### config.mk
export PLATFORM = sky130hd
export DESIGN_NAME = muldiv_unit
export DESIGN_NICKNAME = d
export VERILOG_FILES = /design/src/rtl/muldiv_unit.sv
export SDC_FILE = /design/constraint.sdc
export NUM_CORES = 1
export LEC_CHECK = 0
export CORE_ASPECT_RATIO = 0.75
export CORE_MARGIN = 4
export CORE_UTILIZATION = 29
export DETAILED_ROUTE_END_ITERATION = 8
export GPL_ROUTABILITY_DRIVEN = 0
export HOLD_SLACK_MARGIN = 0.06
export PLACE_DENSITY = 0.46
export SETUP_SLACK_MARGIN = 0.5
export SLEW_MARGIN = 20
export SYNTH_ARGS = -nofsm -noshare
export SYNTH_HDL_FRONTEND = slang
export SYNTH_SLANG_ARGS = --single-unit
### constraint.sdc
create_clock -name Clock -period 8.2 [get_ports Clock]
set_clock_uncertainty 0.2 [all_clocks]
set_input_delay 1.64 -clock Clock [delete_from_list [all_inputs] [get_ports Clock]]
set_output_delay 1.64 -clock Clock [all_outputs]
set_load 0.02 [all_outputs]
### src/rtl/muldiv_unit.sv
// -----------------------------------------------------------------------------
// muldiv_unit
//
// Iterative HI/LO multiply/divide unit. One shift-add (multiply) or restoring
// shift-subtract (divide) step per clock on operand magnitudes, followed by a
// single FINISH cycle that applies sign correction and writes Hi/Lo. Latency
// from the Start edge to Done is WIDTH+1 cycles regardless of operand values.
//
// Ports
//   Clock      rising-edge clock
//   Reset      synchronous, active-high; clears control state and Hi/Lo
//   Start      launch operation (sampled only when idle)
//   Op         00 MULT, 01 MULTU, 10 DIV, 11 DIVU
//   A, B       multiplicand/dividend, multiplier/divisor
//   WrHi/WrLo  MTHI/MTLO strobes, honoured only when idle and not starting
//   WData      data for MTHI/MTLO
//   Busy       operation in progress
//   Done       one-cycle completion pulse
//   DivByZero  qualifies Done: divisor was zero (DIV/DIVU only)
//   Hi, Lo     architectural HI/LO registers
// -----------------------------------------------------------------------------
module muldiv_unit #(
    parameter int WIDTH = 32
) (
    input  logic             Clock,
    input  logic             Reset,
    input  logic             Start,
    input  logic [1:0]       Op,
    input  logic [WIDTH-1:0] A,
    input  logic [WIDTH-1:0] B,
    input  logic             WrHi,
    input  logic             WrLo,
    input  logic [WIDTH-1:0] WData,
    output logic             Busy,
    output logic             Done,
    output logic             DivByZero,
    output logic [WIDTH-1:0] Hi,
    output logic [WIDTH-1:0] Lo
);

    localparam int CNT_W = $clog2(WIDTH) + 1;
    localparam logic [CNT_W-1:0] LAST_STEP = CNT_W'(WIDTH - 1);

    typedef enum logic [1:0] {
        IDLE   = 2'd0,
        RUN    = 2'd1,
        FINISH = 2'd2
    } state_t;

    state_t           state;
    logic [CNT_W-1:0] stepCnt;

    // Operation context captured at launch
    logic             isDiv;
    logic             divZero;
    logic             negResult;   // product / quotient must be negated
    logic             negRem;      // remainder takes the dividend's sign
    logic [WIDTH-1:0] dividendRaw; // original A, reported in Hi on divide-by-zero
    logic [WIDTH-1:0] operand;     // multiplicand magnitude or divisor magnitude

    // Shared working registers:
    //   multiply: {accHi, accLo} is the partial product, accLo initially holds
    //             the multiplier and is shifted out one bit per step
    //   divide:   accHi is the partial remainder, accLo holds the dividend
    //             shifting out at the top while quotient bits enter at the bottom
    logic [WIDTH-1:0] accHi;
    logic [WIDTH-1:0] accLo;

    logic             opSigned;
    logic [WIDTH-1:0] magA;
    logic [WIDTH-1:0] magB;
    logic [WIDTH:0]   mulSum;
    logic [WIDTH:0]   divShift;
    logic             divFits;
    logic [WIDTH-1:0] finHi;
    logic [WIDTH-1:0] finLo;

    // Absolute value for signed ops; the most-negative value maps to its
    // correct unsigned magnitude 2**(WIDTH-1).
    function automatic logic [WIDTH-1:0] magnitude(input logic signed [WIDTH-1:0] v,
                                                   input logic isSigned);
        if (isSigned && v[WIDTH-1]) begin
            return -v;
        end
        return v;
    endfunction

    function automatic logic [WIDTH-1:0] negateIf(input logic signed [WIDTH-1:0] v,
                                                  input logic neg);
        if (neg) begin
            return -v;
        end
        return v;
    endfunction

    function automatic logic [2*WIDTH-1:0] negateWideIf(input logic signed [2*WIDTH-1:0] v,
                                                        input logic neg);
        if (neg) begin
            return -v;
        end
        return v;
    endfunction

    assign opSigned = ~Op[0];
    assign magA     = magnitude(A, opSigned);
    assign magB     = magnitude(B, opSigned);

    always_comb begin
        mulSum   = {1'b0, accHi} + (accLo[0] ? {1'b0, operand} : {(WIDTH + 1){1'b0}});
        divShift = {accHi, accLo[WIDTH-1]};
        divFits  = (divShift >= {1'b0, operand});
    end

    // Sign correction and divide-by-zero override for the FINISH write
    always_comb begin
        finHi = '0;
        finLo = '0;
        if (!isDiv) begin
            {finHi, finLo} = negateWideIf({accHi, accLo}, negResult);
        end else if (divZero) begin
            finHi = dividendRaw;
            finLo = '1;
        end else begin
            finHi = negateIf(accHi, negRem);
            finLo = negateIf(accLo, negResult);
        end
    end

    // Control FSM and architectural registers
    always_ff @(posedge Clock) begin
        if (Reset) begin
            state     <= IDLE;
            stepCnt   <= '0;
            Busy      <= 1'b0;
            Done      <= 1'b0;
            DivByZero <= 1'b0;
            Hi        <= '0;
            Lo        <= '0;
        end else begin
            Done      <= 1'b0;
            DivByZero <= 1'b0;
            case (state)
                IDLE: begin
                    if (Start) begin
                        // A launch swallows any MTHI/MTLO in the same cycle
                        state   <= RUN;
                        Busy    <= 1'b1;
                        stepCnt <= '0;
                    end else begin
                        if (WrHi) Hi <= WData;
                        if (WrLo) Lo <= WData;
                    end
                end
                RUN: begin
                    stepCnt <= stepCnt + CNT_W'(1);
                    if (stepCnt == LAST_STEP) begin
                        state <= FINISH;
                    end
                end
                FINISH: begin
                    state     <= IDLE;
                    Busy      <= 1'b0;
                    Done      <= 1'b1;
                    DivByZero <= divZero;
                    Hi        <= finHi;
                    Lo        <= finLo;
                end
                default: begin
                    state <= IDLE;
                    Busy  <= 1'b0;
                end
            endcase
        end
    end

    // Datapath: no reset needed, contents are only consumed after a launch
    always_ff @(posedge Clock) begin
        if (state == IDLE && Start) begin
            isDiv       <= Op[1];
            divZero     <= Op[1] && (B == '0);
            negResult   <= opSigned && (A[WIDTH-1] ^ B[WIDTH-1]);
            negRem      <= opSigned && A[WIDTH-1];
            dividendRaw <= A;
            accHi       <= '0;
            if (Op[1]) begin
                accLo   <= magA;
                operand <= magB;
            end else begin
                accLo   <= magB;
                operand <= magA;
            end
        end else if (state == RUN) begin
            if (isDiv) begin
                // Restoring step: keep the trial subtraction only if it fits
                accHi <= divFits ? WIDTH'(divShift - {1'b0, operand}) : divShift[WIDTH-1:0];
                accLo <= {accLo[WIDTH-2:0], divFits};
            end else begin
                // Shift-add step: add when the current multiplier bit is set,
                // then shift the whole partial product right by one
                accHi <= mulSum[WIDTH:1];
                accLo <= {mulSum[0], accLo[WIDTH-1:1]};
            end
        end
    end

endmodule

==> summary.txt <==
Clock network
  • Post-cts resize count: 0
  • H-Tree Level Count: 1
  • Worst-Skew Late Latency: 0.57 ns
  • Clk Tree Root Cell: clkbuf_16
  • Setup bufs post-CTS: 0
  • Hold-fix buffers, CTS: 0
  • Clock-pin slew on the worst setup and hold paths: 0.07 ns
  • Total CTS buffers: 24
  • Clock Sinks: 207
  • TritonCTS clock tree: built
  • Max clock buf depth: 3

Placed design
  • Post-DP HPWL: 55810 µm
  • Port Buffer Count: 169
  • Number of instances in the placed design: 2779
  • DP Worst Slack: 2.944 ns

Timing
  • Setup violators final: 0
  • Final Hold Fails: 0
  • Slew HR: 0.2421
  • Period utilization: 0.5774
  • Worst-Margin Slew: 1.133 ns
  • Post-Route Setup TNS: 0 ns
  • Final worst-path setup slack: 3.466 ns
  • Tmin final: 4.734 ns
  • Fmax achieved: 211.2 MHz
  • RSZ-0062 raised after global routing: no
  • Slew Viols, Final: 0

Worst setup path
  • Critical path's slowest cell: nor3_1
  • Slowest stage delay, CP: 0.84 ns
  • Arrival time at the worst endpoint: 4.83 ns
  • Setup CP Type: in2reg
  • CP max FO: 7
  • Crit path launch type: input pin
  • Critical path data required time: 8.30 ns
  • Critical Path Sink Type: register
  • Critical path cell sequence: clkdlybuf4s50_1 > or4_1 > nor4_1 > nand2b_1 > nor3_1 > a21oi_1 > xnor2_1 > mux2_2 > o21ai_0

Synth
  • Yosys warnings: 0
  • Distinct cells, synth: 87
  • Post-Syn Instances: 1979
  • Top cell type's share of synthesized area: 0.1832
  • Synth area leader: edfxtp_1
  • Number of enable flip-flop cells after synthesis: 100
  • Post-synthesis register bit count: 207
  • Sequential fraction of the synthesis area: 0.3138
  • Synthesized Nets: 2153
  • Ranking of synthesized cells by area: edfxtp_1, dfxtp_1, a21oi_1
  • Dominant synthesized flop cell: dfxtp_1
  • Asr flop ratio synth: 0
  • Syn avg cell area: 8.284 µm²
  • Synth Cell Area: 16390 µm²

Drt
  • Vias per Instance: 5.758
  • Post-route antenna net violation count: 0
  • Wire length per cell: 25.33 µm
  • Initial DRC count: 1888
  • Final WL: 71510 µm
  • Vias: 16260
  • First drt pass iteration count: 5
  • Residual DRC: 0

Layout
  • Most frequent cells in the layout: a21oi_1, nor2_1, clkdlybuf4s50_1
  • Area growth from synthesis to layout: 19.32%
  • Share of cells above drive strength 1: 0.06166
  • NumNets Final: 2248
  • Most common cell after layout, fill and taps aside: a21oi_1
  • Fin cells: 2823
  • # diodes: 0
  • Fillers: 5848

Floorplanning
  • Core ar.: 55930 µm²
  • Die Y-Extent: 213.9 µm
  • Die Footprint: 60440 µm²
  • Ports: 170
  • Initial Util: 0.2931
  • Rows: 75
  • Die Wd: 282.6 µm

Power and ir drop
  • Total power: 4196 µW
  • Worst VDD drop: 0.0001625 V
  • Power Density: 214.5 nW/µm²
  • LEAKAGE: 0.007408 µW

Global routing
  • Pin count of the biggest net entering global routing: 76
  • First-pass GRT wire length: 104500 µm
  • Initial antenna violation count: 2
  • GRT Total Usage: 0.2286
  • GRT overflow: 0
  • Vias in the first global route: 15270

Run
  • Max_cap viols: 0

Hold path
  • Hold WC Path Type: reg2reg

Run status
  • Status: finished clean
synth_stat cells, types with 62 or more instances:
cell type and number:
ha_1 69, inv_1 62, xnor2_1 104, edfxtp_1 100, nor2_1 190, nand2_1 153, clkbuf_1 100, a21oi_1 195
o21ai_0 147, xor2_1 62, dfxtp_1 107, mux2i_1 86
per-stage QoR:
| stage | hold slack [ns] | utilization | cell area (µm²) |
|---|---|---|---|
| global placement | 0.2459 | 0.3345 | 18710 |
| floorplan | 0.2651 | - | 16390 |
| detailed placement | 0.2473 | 0.3345 | 18710 |
| finish | 0.2553 | 0.3498 | 19560 |
| global route | 0.2721 | 0.3498 | 19560 |
| CTS | 0.2560 | 0.3498 | 19560 |
state kept, by name (all words and copies together) (netlist names):
signal and cells:
dividendRaw 32, state 2, negRem 1, negResult 1
Busy 1, accHi 32, isDiv 1, Done 1
DivByZero 1, stepCnt 6, operand 32, Hi 32
accLo 32, divZero 1, Lo 32
metal layers:
| layer | up-vias | global-route usage | share of wire |
|---|---|---|---|
| li1 | 7549 | - | - |
| met1 | 7921 | 0.3634 | 0.49 |
| met5 | - | 0 | 0 |
| met2 | 719 | 0.3171 | 0.40 |
| met3 | 67 | 0.04685 | 0.091 |
| met4 | 0 | 0.03911 | 0.019 |
final timing paths:
path	slack [ns]	end	depth (start not counted)	from
setup / recovery	3.47	accLo[25]	9	A[12]
hold / removal	0.26	Lo[13]	2	Lo[13]
setup reg to reg	3.81	accHi[31]	13	accLo[0]
hold reg to reg	0.26	Lo[13]	2	Lo[13]
report_power, final:
group	total, µW	internal, µW	switching [µW]
sequential	1420	1210	212
clock	1210	704	502
combinational	1570	624	946
total	4200	2540	1660
worst max-delay path: cells and delay by family:
kind                      cells  cell delay, ns
AOI/OAI and AO/OA             2            0.26
xor gates and xnor gates      1            0.27
muxes                         1            0.20
buffers and inverters         1            0.51
and+or+nand+nor               4            1.96
final cells by class:
type                       instances  area (µm²)  share of cell area
multi-input combinational       1580       10520              0.5375
tap                              731       914.6             0.04675
clock inverter                    15       236.5             0.01209
inverter                          65       245.2             0.01254
sequential                       207        5145              0.2630
timing repair buffer             196        1887             0.09645
clock buffer                      29       619.3             0.03166
cells by family after synthesis:
group / share of synthesized area
adders and majority gates: 0.05510
DFF: 0.3138
buffers and inverters: 0.04587
AOI/OAI and AO/OA: 0.2525
and+or+nand+nor: 0.1723
muxes: 0.07174
xor gates and xnor gates: 0.08868
(Power assumes the default switching activity.)
